**config.mk**
```make
export PLATFORM = sky130hd
export DESIGN_NAME = pwm_decoder
export DESIGN_NICKNAME = d
export VERILOG_FILES = /design/src/rtl/pwm_pkg.sv /design/src/rtl/pwm_in_sync.sv /design/src/rtl/pwm_decoder.sv
export SDC_FILE = /design/constraint.sdc
export NUM_CORES = 1
export LEC_CHECK = 0
export BUFFER_PORTS_ARGS = -buffer_cell sky130_fd_sc_hd__buf_2
export CAP_MARGIN = 5
export CORE_ASPECT_RATIO = 0.6
export CORE_MARGIN = 3
export CORE_UTILIZATION = 60
export DETAILED_ROUTE_END_ITERATION = 7
export PLACE_DENSITY = 0.87
export SLEW_MARGIN = 20
export SYNTH_ARGS = -nofsm -noshare
export SYNTH_HDL_FRONTEND = slang
export SYNTH_SLANG_ARGS = --single-unit
```
**constraint.sdc**
```tcl
create_clock -name clock -period 2.56 [get_ports clock]
set_input_delay 0.128 -clock clock [delete_from_list [all_inputs] [get_ports clock]]
set_output_delay 0.128 -clock clock [all_outputs]
set_load 0.005 [all_outputs]
```
**src/rtl/pwm_pkg.sv**
```systemverilog
// pwm_pkg
// Definitions shared by the 8-bit PWM generator and the PWM decoder: the
// nominal duty-code width, the expected period, the stuck-line timeout and
// the decoder measurement state encoding.
// Ports: none (package).
package pwm_pkg;

  localparam int DUTY_W      = 8;
  localparam int PWM_PERIOD  = 256;
  localparam int PWM_TIMEOUT = 512;

  typedef enum logic [1:0] {
    IDLE = 2'd0,
    HIGH = 2'd1,
    LOW  = 2'd2
  } pwm_state_t;

endpackage

```
**src/rtl/pwm_in_sync.sv**
```systemverilog
// pwm_in_sync
// Brings the asynchronous PWM line into the clock domain with a 2-flop
// synchronizer and produces a clean level plus one-cycle edge flags.
// Optional build macro PWM_DEC_GLITCH_FILTER_EN inserts a registered
// 3-sample majority filter after the synchronizer, which rejects
// single-clock glitches and adds 2 clocks of latency to both edges.
// Ports:
//   clock  - system clock, rising edge
//   reset  - asynchronous, active-high
//   pwm_in - asynchronous PWM line
//   s      - synchronized (and optionally filtered) line level
//   rise   - s is 1 and was 0 on the previous clock
//   fall   - s is 0 and was 1 on the previous clock
module pwm_in_sync
  import pwm_pkg::*;
(
  input  logic clock,
  input  logic reset,
  input  logic pwm_in,
  output logic s,
  output logic rise,
  output logic fall
);

  logic sync1;
  logic sync2;
  logic prev;

  always_ff @(posedge clock or posedge reset) begin
    if (reset) begin
      sync1 <= 1'b0;
      sync2 <= 1'b0;
    end else begin
      sync1 <= pwm_in;
      sync2 <= sync1;
    end
  end

`ifdef PWM_DEC_GLITCH_FILTER_EN
  logic dly1;
  logic dly2;
  logic filt;

  // The majority result is registered so both edges are delayed by exactly
  // two clocks; a clean pulse therefore keeps its measured width.
  always_ff @(posedge clock or posedge reset) begin
    if (reset) begin
      dly1 <= 1'b0;
      dly2 <= 1'b0;
      filt <= 1'b0;
    end else begin
      dly1 <= sync2;
      dly2 <= dly1;
      filt <= (sync2 & dly1) | (sync2 & dly2) | (dly1 & dly2);
    end
  end

  assign s = filt;
`else
  assign s = sync2;
`endif

  always_ff @(posedge clock or posedge reset) begin
    if (reset) begin
      prev <= 1'b0;
    end else begin
      prev <= s;
    end
  end

  assign rise = s & ~prev;
  assign fall = ~s & prev;

endmodule

```
**src/rtl/pwm_decoder.sv**
```systemverilog
// pwm_decoder
// Receive-side counterpart of the 8-bit PWM generator. Measures the high
// time and the period between consecutive rising edges of a sampled PWM
// line, reports the recovered duty code with a one-cycle strobe, flags
// periods that differ from PERIOD and declares a stuck line when no rising
// edge arrives for TIMEOUT clocks. The partial period seen after reset or
// after a stuck report is never reported.
// Optional build macro PWM_DEC_GLITCH_FILTER_EN (see pwm_in_sync) enables
// a majority glitch filter on the input; strobes then arrive 2 clocks later.
// Parameters:
//   WIDTH   - duty code width
//   PERIOD  - expected period in clocks
//   TIMEOUT - clocks without a rising edge before stuck (> PERIOD)
// Ports:
//   clock      - system clock, rising edge
//   reset      - asynchronous, active-high
//   pwm_in     - asynchronous PWM line
//   duty_out   - last measured high time, saturated to 2^WIDTH-1
//   duty_valid - one-cycle strobe when duty_out updates
//   period_err - last measured period differed from PERIOD
//   stuck      - no rising edge for TIMEOUT clocks, held until next rise
module pwm_decoder
  import pwm_pkg::*;
#(
  parameter int WIDTH   = DUTY_W,
  parameter int PERIOD  = PWM_PERIOD,
  parameter int TIMEOUT = PWM_TIMEOUT
) (
  input  logic             clock,
  input  logic             reset,
  input  logic             pwm_in,
  output logic [WIDTH-1:0] duty_out,
  output logic             duty_valid,
  output logic             period_err,
  output logic             stuck
);

  localparam logic [WIDTH+1:0] PER_NOM  = (WIDTH+2)'(PERIOD);
  localparam logic [WIDTH+1:0] PER_LAST = (WIDTH+2)'(TIMEOUT - 1);
  localparam logic [WIDTH:0]   HI_SAT   = {1'b0, {WIDTH{1'b1}}};
  localparam logic [WIDTH:0]   HI_MAX   = {(WIDTH+1){1'b1}};

  logic s;
  logic rise;
  logic fall;

  pwm_state_t       state;
  logic [WIDTH+1:0] per_cnt;
  logic [WIDTH:0]   hi_cnt;

  pwm_in_sync u_sync (
    .clock  (clock),
    .reset  (reset),
    .pwm_in (pwm_in),
    .s      (s),
    .rise   (rise),
    .fall   (fall)
  );

  // Measurement FSM and output registers. A rise always has priority over
  // the timeout so a period that ends exactly at the limit is still reported
  // as a normal measurement. The rise cycle itself is the first clock of the
  // new period and the first high clock, hence the restart values of 1.
  // The timeout fires on the clock where per_cnt would reach TIMEOUT, so a
  // line stuck in IDLE is reported every TIMEOUT clocks.
  always_ff @(posedge clock or posedge reset) begin
    if (reset) begin
      state      <= IDLE;
      per_cnt    <= '0;
      hi_cnt     <= '0;
      duty_out   <= '0;
      duty_valid <= 1'b0;
      period_err <= 1'b0;
      stuck      <= 1'b0;
    end else begin
      duty_valid <= 1'b0;
      if (rise) begin
        if (state == LOW) begin
          duty_out   <= (hi_cnt > HI_SAT) ? {WIDTH{1'b1}} : hi_cnt[WIDTH-1:0];
          period_err <= (per_cnt != PER_NOM);
          duty_valid <= 1'b1;
        end
        stuck   <= 1'b0;
        state   <= HIGH;
        per_cnt <= {{(WIDTH+1){1'b0}}, 1'b1};
        hi_cnt  <= {{WIDTH{1'b0}}, 1'b1};
      end else if (per_cnt >= PER_LAST) begin
        stuck      <= 1'b1;
        duty_valid <= 1'b1;
        duty_out   <= s ? {WIDTH{1'b1}} : {WIDTH{1'b0}};
        period_err <= 1'b1;
        state      <= IDLE;
        per_cnt    <= '0;
        hi_cnt     <= '0;
      end else begin
        per_cnt <= per_cnt + 1'b1;
        case (state)
          HIGH: begin
            if (s && (hi_cnt != HI_MAX)) begin
              hi_cnt <= hi_cnt + 1'b1;
            end
            if (fall) begin
              state <= LOW;
            end
          end
          LOW:     state <= LOW;
          IDLE:    state <= IDLE;
          default: state <= IDLE;
        endcase
      end
    end
  end

endmodule

```
==> impl_metrics.prom, run 1 <==
# TYPE chip_impl_metric gauge
chip_impl_info{name="min-delay-start",value="u_sync.sync1$_DFF_PP0_"} 1
chip_impl_info{name="cts_root_buf",value="clkbuf_8"} 1
chip_impl_metric{name="net_count_after_synthesis",unit=""} 171
chip_impl_metric{name="cts.clk_slew.worst_paths",unit="ps"} 60
chip_impl_metric{name="routed_via_density",unit=""} 5.83
chip_impl_metric{name="post_cts.resized_instances",unit=""} 0
chip_impl_metric{name="antenna_found_initial",unit=""} 0
chip_impl_metric{name="p_switching",unit="W"} 0.000408
chip_impl_metric{name="routed-via-count",unit=""} 1242
chip_impl_metric{name="place_area",unit="um^2"} 1780
chip_impl_metric{name="critical_path_peak_fanout",unit=""} 7
chip_impl_metric{name="fill_cell_count",unit=""} 189
chip_impl_info{name="worstHoldPathType",value="flip-flop to flip-flop"} 1
chip_impl_info{name="layout_common_cells",value="dfrtp_1 (35), nor2_1 (22), inv_1 (13), buf_2 (13), nand2_1 (11)"} 1
chip_impl_info{name="crit_path_kind",value="flip-flop to flip-flop"} 1
chip_impl_info{name="critical_path.endpoint_type",value="flip-flop"} 1
chip_impl_metric{name="synth.avg_cell_area",unit="um^2"} 10.4
chip_impl_metric{name="synth_area",unit="um^2"} 1670
chip_impl_info{name="crit_chain",value="ha_1, nand2_1, nor3_1, ha_1, and3b_1, nand4_1, xor2_1, nor2_1"} 1
chip_impl_metric{name="total_leakage_power",unit="nW"} 0.881
chip_impl_metric{name="yosys_warnings",unit=""} 0
chip_impl_metric{name="timing.final.crit_period",unit="ps"} 1930
chip_impl_metric{name="worstHoldPathCells",unit=""} 0
chip_impl_metric{name="r2r.worst_path.cells",unit=""} 8
chip_impl_metric{name="gate_count_after_technology_mapping",unit=""} 160
chip_impl_metric{name="power_frac_seq",unit="%"} 52.1
chip_impl_metric{name="setup-violations-final",unit=""} 0
chip_impl_metric{name="drc",unit=""} 0
chip_impl_info{name="critical_path.slowest_cell",value="dfrtp_1"} 1
chip_impl_info{name="crit_top_cell",value="ha_1"} 1
chip_impl_metric{name="ir_worst_vdd",unit="uV"} 426
chip_impl_metric{name="post_cts.repair.setup_buffers",unit=""} 0
chip_impl_metric{name="buffer_ports.inserted",unit=""} 13
chip_impl_metric{name="finish.instance_area",unit="um^2"} 1890
chip_impl_metric{name="fp.dieW",unit="um"} 74.1
chip_impl_metric{name="cp.arrival",unit="ps"} 2100
chip_impl_metric{name="worst_clock_skew",unit="ps"} 4.92
chip_impl_metric{name="numClockSinks",unit=""} 35
chip_impl_info{name="worstSetupStartpointType",value="flip-flop"} 1
chip_impl_metric{name="cts_buffer_depth",unit=""} 2
chip_impl_metric{name="finalHoldViolations",unit=""} 0
chip_impl_metric{name="area_growth_syn_to_layout",unit="%"} 12.9
chip_impl_metric{name="post-place-ws",unit="ps"} 698
chip_impl_metric{name="use_met2",unit="%"} 29.0
chip_impl_metric{name="worst_ep_required",unit="ps"} 2730
chip_impl_metric{name="grt_start_max_net_pins",unit=""} 36
chip_impl_info{name="grt_setup_unrepaired",value="no"} 1
chip_impl_metric{name="boundaryPins",unit=""} 14
chip_impl_metric{name="tritoncts.num_buffers",unit=""} 5
chip_impl_metric{name="synth-seq-cells",unit=""} 35
chip_impl_metric{name="antenna_violating_nets_post_route",unit=""} 0
chip_impl_info{name="status",value="complete, no violations"} 1
chip_impl_metric{name="ff2ff_setup_slack",unit="ps"} 630
chip_impl_metric{name="floorplan.die_area",unit="um^2"} 3480
chip_impl_metric{name="worst_slack",unit="ps"} 631
chip_impl_info{name="most_common_cell_after_layout_fill_and_taps_aside",value="dfrtp_1"} 1
chip_impl_metric{name="power",unit="W"} 0.00138
chip_impl_metric{name="clock_power_share",unit="%"} 28.4
chip_impl_metric{name="power.share.combinational",unit="%"} 19.5
chip_impl_metric{name="nNetsFinal",unit=""} 192
chip_impl_metric{name="fp-row-count",unit=""} 14
chip_impl_info{name="globalRoute.busiestLayer",value="met1"} 1
chip_impl_metric{name="fmax",unit="MHz"} 519
chip_impl_metric{name="gp_routability_congestion",unit=""} 0.867
chip_impl_info{name="critical_path.reg2reg.endpoint",value="hi_cnt[6]$_DFFE_PP0P_"} 1
chip_impl_metric{name="drv.max_cap_violation_count",unit=""} 0
chip_impl_metric{name="grt-ovfl-total",unit=""} 0
chip_impl_metric{name="groute.usage.overall",unit="%"} 21.8
chip_impl_info{name="hold_end",value="u_sync.s$_DFF_PP0_"} 1
chip_impl_metric{name="power.internal",unit="W"} 0.000977
chip_impl_metric{name="timing.slew.headroom",unit="%"} 50.3
chip_impl_info{name="rr_startpoint",value="hi_cnt[0]$_DFFE_PP0P_"} 1
chip_impl_metric{name="groute.layer.met1.usage",unit="%"} 33.8
chip_impl_info{name="cts_tree",value="done"} 1
chip_impl_metric{name="drt_iter0_markers",unit=""} 194
chip_impl_metric{name="clock_latency",unit="ps"} 280
chip_impl_metric{name="start_util",unit="%"} 64.9
chip_impl_metric{name="p_sw_share",unit="%"} 29.5
chip_impl_metric{name="core-area",unit="um^2"} 2570
chip_impl_metric{name="grt_first_pass_wirelength",unit="um"} 5440
chip_impl_metric{name="drt_wl_total",unit="um"} 3200
chip_impl_metric{name="fin_crit_sh",unit="%"} 75.3
chip_impl_metric{name="h-tree-depth",unit=""} 2
chip_impl_metric{name="die_h",unit="um"} 46.9
chip_impl_metric{name="seq_area_frac_synth",unit="%"} 52.4
chip_impl_metric{name="crit_path_max_cell_delay",unit="ps"} 450
chip_impl_metric{name="dr.pass1.iters",unit=""} 4
chip_impl_metric{name="netlist-cell-type-count",unit=""} 35
chip_impl_metric{name="number_of_global_route_vias_before_repair",unit=""} 1115
chip_impl_metric{name="setup_tns",unit="ps"} 0
chip_impl_metric{name="layout-drive-gt1-share",unit="%"} 14.4
chip_impl_metric{name="power.density_cell_area",unit="nW/um^2"} 734
chip_impl_metric{name="tightest_slew",unit="ps"} 740
chip_impl_metric{name="antenna_cells",unit=""} 0
chip_impl_metric{name="report.final.slew_viol_count",unit=""} 0
chip_impl_metric{name="detail_route.wl_per_cell",unit="um"} 15.0
chip_impl_metric{name="post-dp-hpwl",unit="um"} 2340
chip_impl_metric{name="area.sequential",unit="um^2"} 876
chip_impl_metric{name="grt_use_met3",unit="%"} 5.77
chip_impl_metric{name="footprint_of_the_multi_input_gates",unit="um^2"} 734
## state kept, by name, indices dropped and copies added, names as in the netlist
| register | flops |
|---|---|
| stuck | 1 |
| hi_cnt | 9 |
| period_err | 1 |
| duty_valid | 1 |
| u_sync.prev | 1 |
| state | 2 |
| per_cnt | 10 |
| u_sync.s | 1 |
| u_sync.sync1 | 1 |
| duty_out | 8 |
## area by class of cell
cell class,instances,area share (%)
clock buffers,6,4.38
clock inverters,1,0.265
inverters,13,2.59
multi-input cells,109,38.9
flip-flops and latches,35,46.4
well taps,32,2.12
repair buffers,17,5.31
## worst max-delay path by stage
stage	startpoint	end	slack, ps	cells after the start
after detailed placement	hi_cnt[0]$_DFFE_PP0P_	hi_cnt[6]$_DFFE_PP0P_	700	8
after floorplan	hi_cnt[0]$_DFFE_PP0P_	hi_cnt[6]$_DFFE_PP0P_	800	9
after global placement	hi_cnt[0]$_DFFE_PP0P_	hi_cnt[6]$_DFFE_PP0P_	700	8
after CTS	hi_cnt[0]$_DFFE_PP0P_	hi_cnt[6]$_DFFE_PP0P_	660	8
after global routing	hi_cnt[0]$_DFFE_PP0P_	hi_cnt[6]$_DFFE_PP0P_	490	8
final	hi_cnt[0]$_DFFE_PP0P_	hi_cnt[6]$_DFFE_PP0P_	630	8
## repair_timing
item | in CTS | in global routing
endpoints found under the hold margin | 36 | 0
hold buffers | 2 | 0
endpoints found under the setup margin | 0 | 0
## power by group through the flow
stage	logic (W)	clock network (W)	registers, W
detailed placement	0.000271	0	0.000729
global route	0.000314	0.000427	0.000735
floorplan	0.000190	0	0.000711
finish	0.000270	0.000394	0.000721
CTS	0.000274	0.000402	0.000720
global placement	0.000261	0	0.000722
## critical path: cells and delay by family, from the launching register on
family,cells,cell delay [ps]
adder cells (fa/ha/maj),2,450
flip-flops,1,450
XOR/XNOR,1,160
AND/OR/NAND/NOR,5,760
## layer usage
metal	wire length, um	up-vias
li1	-	591
met1	1550	589
met2	1290	57
met3	317	5
met4	40	0
met5	0	-
## synthesized netlist by cell type, drive strengths merged
| cell type | count | area, um^2 |
|---|---|---|
| nor3 | 3 | 15.0 |
| o211ai | 2 | 28.8 |
| nor4b | 2 | 17.5 |
| and2 | 1 | 6.26 |
| buf | 2 | 8.75 |
| mux2i | 2 | 20.0 |
| nor4bb | 1 | 10.0 |
| ha | 8 | 100 |
| clkbuf | 1 | 3.75 |
| o21ai | 5 | 25.0 |
| nand4 | 3 | 18.8 |
| nand3b | 1 | 7.51 |
| or3 | 1 | 6.26 |
| nand3 | 5 | 30.0 |
| nand2b | 1 | 6.26 |
| dfrtp | 35 | 876 |
| xnor2 | 6 | 52.6 |
| a21oi | 10 | 50.1 |
| a31oi | 1 | 6.26 |
| nor2b | 1 | 6.26 |
| xor2 | 6 | 52.6 |
| nor2 | 22 | 82.6 |
| a211oi | 1 | 7.51 |
| o31ai | 4 | 43.8 |
| nand2 | 12 | 52.6 |
| and3b | 1 | 8.76 |
| o2bb2ai | 7 | 61.3 |
| nor4 | 1 | 6.26 |
| inv | 13 | 48.8 |
| and3 | 2 | 12.5 |
## cells by family (layout without fill, tap and decap cells)
kind of cell / after synthesis / count (layout) / synth area share (%)
muxes: 2 / 2 / 1.20
and+or+nand+nor: 57 / 57 / 17.1
adders and majority gates: 8 / 8 / 5.99
xor gates and xnor gates: 12 / 12 / 6.29
DFF: 35 / 35 / 52.4
buffers and inverters: 16 / 37 / 3.67
AOI/OAI and AO/OA: 30 / 30 / 13.3
## through the flow
step	std cells	util, %	hold WS (ps)
floorplan	160	-	159
global placement	204	69.1	238
detailed placement	204	69.1	238
CTS	213	73.3	359
global route	213	73.3	373
finish	213	73.3	362
No activity file was read; power rests on OpenSTA's default activity.
==> inputs of run 2 (changes only) <==
--- a/config.mk
+++ b/config.mk
@@ -9,9 +9,9 @@
 export CAP_MARGIN = 5
 export CORE_ASPECT_RATIO = 0.6
 export CORE_MARGIN = 3
-export CORE_UTILIZATION = 60
+export CORE_UTILIZATION = 58
 export DETAILED_ROUTE_END_ITERATION = 7
-export PLACE_DENSITY = 0.87
+export PLACE_DENSITY = 0.85
 export SLEW_MARGIN = 20
 export SYNTH_ARGS = -nofsm -noshare
 export SYNTH_HDL_FRONTEND = slang
==> constraint.sdc (replaced) <==
create_clock -name clock -period 1.85 [get_ports clock]
set_input_delay 0.0925 -clock clock [delete_from_list [all_inputs] [get_ports clock]]
set_output_delay 0.0925 -clock clock [all_outputs]
set_load 0.005 [all_outputs]
==> impl_metrics.prom, run 2 (synthesis results as in run 1) <==
# TYPE chip_impl_metric gauge
chip_impl_metric{name="setup-violations-final",unit=""} 2
chip_impl_metric{name="worst_ep_required",unit="ps"} 2020
chip_impl_metric{name="fmax",unit="MHz"} 533
chip_impl_metric{name="drv.max_cap_violation_count",unit=""} 0
chip_impl_metric{name="tritoncts.num_buffers",unit=""} 5
chip_impl_metric{name="grt_start_max_net_pins",unit=""} 36
chip_impl_metric{name="power.share.combinational",unit="%"} 21.8
chip_impl_metric{name="met3_wirelength",unit="um"} 245
chip_impl_metric{name="route.met2.wl",unit="um"} 1670
chip_impl_metric{name="fin_crit_sh",unit="%"} 101
chip_impl_metric{name="total_leakage_power",unit="nW"} 0.935
chip_impl_metric{name="final_core_utilization",unit="%"} 76.2
chip_impl_metric{name="timing.slew.headroom",unit="%"} 70.9
chip_impl_info{name="crit_path_kind",value="flip-flop to flip-flop"} 1
chip_impl_info{name="largest_registers",value="per_cnt (10), hi_cnt (9), duty_out (8)"} 1
chip_impl_metric{name="fin_hold_ws",unit="ps"} 360
chip_impl_metric{name="worst_slack",unit="ps"} -25.2
chip_impl_metric{name="area_growth_syn_to_layout",unit="%"} 19.8
chip_impl_metric{name="dr.pass1.iters",unit=""} 4
chip_impl_metric{name="cp.arrival",unit="ps"} 2050
chip_impl_metric{name="crit_path_max_cell_delay",unit="ps"} 410
chip_impl_metric{name="antenna_found_initial",unit=""} 0
chip_impl_metric{name="critical_path_peak_fanout",unit=""} 5
chip_impl_metric{name="groute.usage.overall",unit="%"} 22.1
chip_impl_info{name="status",value="finished, violations left"} 1
chip_impl_metric{name="fp.dieW",unit="um"} 75.3
chip_impl_metric{name="power.density_cell_area",unit="nW/um^2"} 1020
chip_impl_info{name="maxUsedRoutingLayer",value="met4"} 1
chip_impl_metric{name="power_frac_seq",unit="%"} 48.8
chip_impl_metric{name="drc",unit=""} 0
chip_impl_info{name="grt_setup_unrepaired",value="yes"} 1
chip_impl_metric{name="drt_wl_total",unit="um"} 3690
chip_impl_metric{name="power.internal",unit="W"} 0.00143
chip_impl_metric{name="tightest_slew",unit="ps"} 436
chip_impl_metric{name="clock_latency",unit="ps"} 290
chip_impl_metric{name="worst_clock_skew",unit="ps"} 8.44
chip_impl_metric{name="numClockSinks",unit=""} 35
chip_impl_metric{name="routed-via-count",unit=""} 1283
chip_impl_info{name="largest_register_by_flop_count",value="per_cnt"} 1
chip_impl_metric{name="antenna_cells",unit=""} 0
chip_impl_info{name="cts_root_buf",value="clkbuf_8"} 1
chip_impl_metric{name="wire_length_on_met1",unit="um"} 1670
chip_impl_metric{name="drt_iter0_markers",unit=""} 135
chip_impl_metric{name="report.final.slew_viol_count",unit=""} 0
chip_impl_metric{name="antenna_violating_nets_post_route",unit=""} 0
chip_impl_metric{name="timing.final.crit_period",unit="ps"} 1880
chip_impl_metric{name="grt-ovfl-total",unit=""} 0
chip_impl_metric{name="routed_via_density",unit=""} 5.78
chip_impl_metric{name="floorplan.die_area",unit="um^2"} 3580
chip_impl_metric{name="p_switching",unit="W"} 0.000598
chip_impl_metric{name="die_h",unit="um"} 47.6
chip_impl_metric{name="buffer_ports.inserted",unit=""} 13
chip_impl_metric{name="detail_route.wl_per_cell",unit="um"} 16.6
chip_impl_metric{name="layout-drive-gt1-share",unit="%"} 23.7
chip_impl_metric{name="number_of_global_route_vias_before_repair",unit=""} 1185
chip_impl_metric{name="start_util",unit="%"} 63.6
chip_impl_metric{name="boundaryPins",unit=""} 14
chip_impl_info{name="worstHoldPathType",value="flip-flop to flip-flop"} 1
chip_impl_metric{name="place_inst",unit=""} 210
chip_impl_info{name="layout_common_cells",value="dfrtp_1 (33), nor2_1 (22), inv_1 (13), buf_2 (13), buf_4 (10)"} 1
chip_impl_info{name="failed_checks",value="negative setup slack"} 1
chip_impl_info{name="critical_path.endpoint_type",value="flip-flop"} 1
chip_impl_metric{name="fp-row-count",unit=""} 14
chip_impl_metric{name="setup_tns",unit="ps"} -30.3
chip_impl_metric{name="post_layout_cell_count",unit=""} 222
chip_impl_metric{name="h-tree-depth",unit=""} 2
chip_impl_metric{name="clock_power_share",unit="%"} 29.5
chip_impl_metric{name="number_of_flip_flops_in_the_largest_register",unit=""} 10
chip_impl_info{name="cts_tree",value="done"} 1
chip_impl_metric{name="nNetsFinal",unit=""} 200
chip_impl_info{name="crit_chain",value="ha_2, nand2_2, nor3_4, ha_2, nand3b_1, nor4_2, xnor2_1, nor2_1"} 1
chip_impl_metric{name="cts.clk_slew.worst_paths",unit="ps"} 70
chip_impl_info{name="most_common_cell_after_layout_fill_and_taps_aside",value="dfrtp_1"} 1
chip_impl_metric{name="p_sw_share",unit="%"} 29.4
chip_impl_metric{name="gp_routability_congestion",unit=""} 0.948
chip_impl_metric{name="fill_cell_count",unit=""} 170
chip_impl_metric{name="finalHoldViolations",unit=""} 0
chip_impl_metric{name="grt_first_pass_wirelength",unit="um"} 5570
chip_impl_metric{name="cts_buffer_depth",unit=""} 2
chip_impl_metric{name="post-dp-hpwl",unit="um"} 2390
chip_impl_metric{name="core-area",unit="um^2"} 2630
chip_impl_info{name="crit_top_cell",value="ha_2"} 1
chip_impl_metric{name="ir_worst_vdd",unit="uV"} 648
chip_impl_info{name="worstSetupStartpointType",value="flip-flop"} 1
chip_impl_info{name="critical_path.slowest_cell",value="dfrtp_1"} 1
run 2: cell types whose count changed in the layout (fill, tap and decap cells not counted), moves of 2 or more:
cell | before | now
dfrtp_1 | 35 | 33
dfrtp_2 | 0 | 2
ha_2 | 0 | 2
nand2_1 | 11 | 9
ha_1 | 8 | 6
nand2_2 | 0 | 2
buf_4 | 2 | 10
run 2: worst max-delay path: cells and delay by family (launching register included):
kind                       cells  cell delay [ps]
and+or+nand+nor                5              760
adders and majority gates      2              420
DFF                            1              410
xor gates and xnor gates       1              160
run 2: power groups by stage:
stage / clock network [W] / registers, W / logic, W
final: 0.000599 / 0.000991 / 0.000442
after global routing: 0.000645 / 0.00101 / 0.000497
after CTS: 0.000608 / 0.000987 / 0.000412
after detailed placement: 0 / 0.00100 / 0.000401
after global placement: 0 / 0.000987 / 0.000380
after floorplan: 0 / 0.000984 / 0.000263
run 2: area by class of cell:
cell class / instances / area (um^2) / area share, %
clock buffers: 8 / 100 / 5.00
inverters: 13 / 48.8 / 2.44
multi-input cells: 109 / 774 / 38.7
flip-flops and latches: 35 / 878 / 43.9
well taps: 32 / 40.0 / 2.00
repair buffers: 25 / 160 / 8.00
run 2: layer usage:
metal | vias to the layer above | GRT usage [%]
li1 | 603 | -
met4 | 0 | 10.5
met2 | 56 | 33.4
met1 | 613 | 30.3
met3 | 11 | 5.66
met5 | - | 0
run 2: final timing paths:
kind | startpoint | endpoint | slack (ps) | depth (start not counted)
worst max-delay path | hi_cnt[1]$_DFFE_PP0P_ | hi_cnt[7]$_DFFE_PP0P_ | -30 | 8
worst min-delay path | u_sync.sync1$_DFF_PP0_ | u_sync.s$_DFF_PP0_ | 360 | 0
worst max register to register | hi_cnt[1]$_DFFE_PP0P_ | hi_cnt[7]$_DFFE_PP0P_ | -30 | 8
worst min register to register | u_sync.sync1$_DFF_PP0_ | u_sync.s$_DFF_PP0_ | 360 | 0
max in group asynchronous | reset | hi_cnt[3]$_DFFE_PP0P_ | 1070 | 4
min in group asynchronous | reset | per_cnt[8]$_DFF_PP0_ | 440 | 4
run 2: metrics by stage:
stage | area [um^2] | setup WS [ps] | power [W]
2_1_floorplan | 1670 | 93.2 | 0.00125
3_3_place_gp | 1820 | 171 | 0.00137
5_1_grt | 2000 | -86.3 | 0.00215
6_report | 2000 | -25.2 | 0.00203
4_1_cts | 1960 | 3.98 | 0.00201
3_5_place_dp | 1820 | -61.0 | 0.00140
run 2: repair_timing:
item                       CTS  global route
resized for setup            2            10
pin swaps                    0             8
hold endpoints to repair    36             0
buffers inserted             0             2
setup endpoints to repair    5             9
hold buffers                 2             0
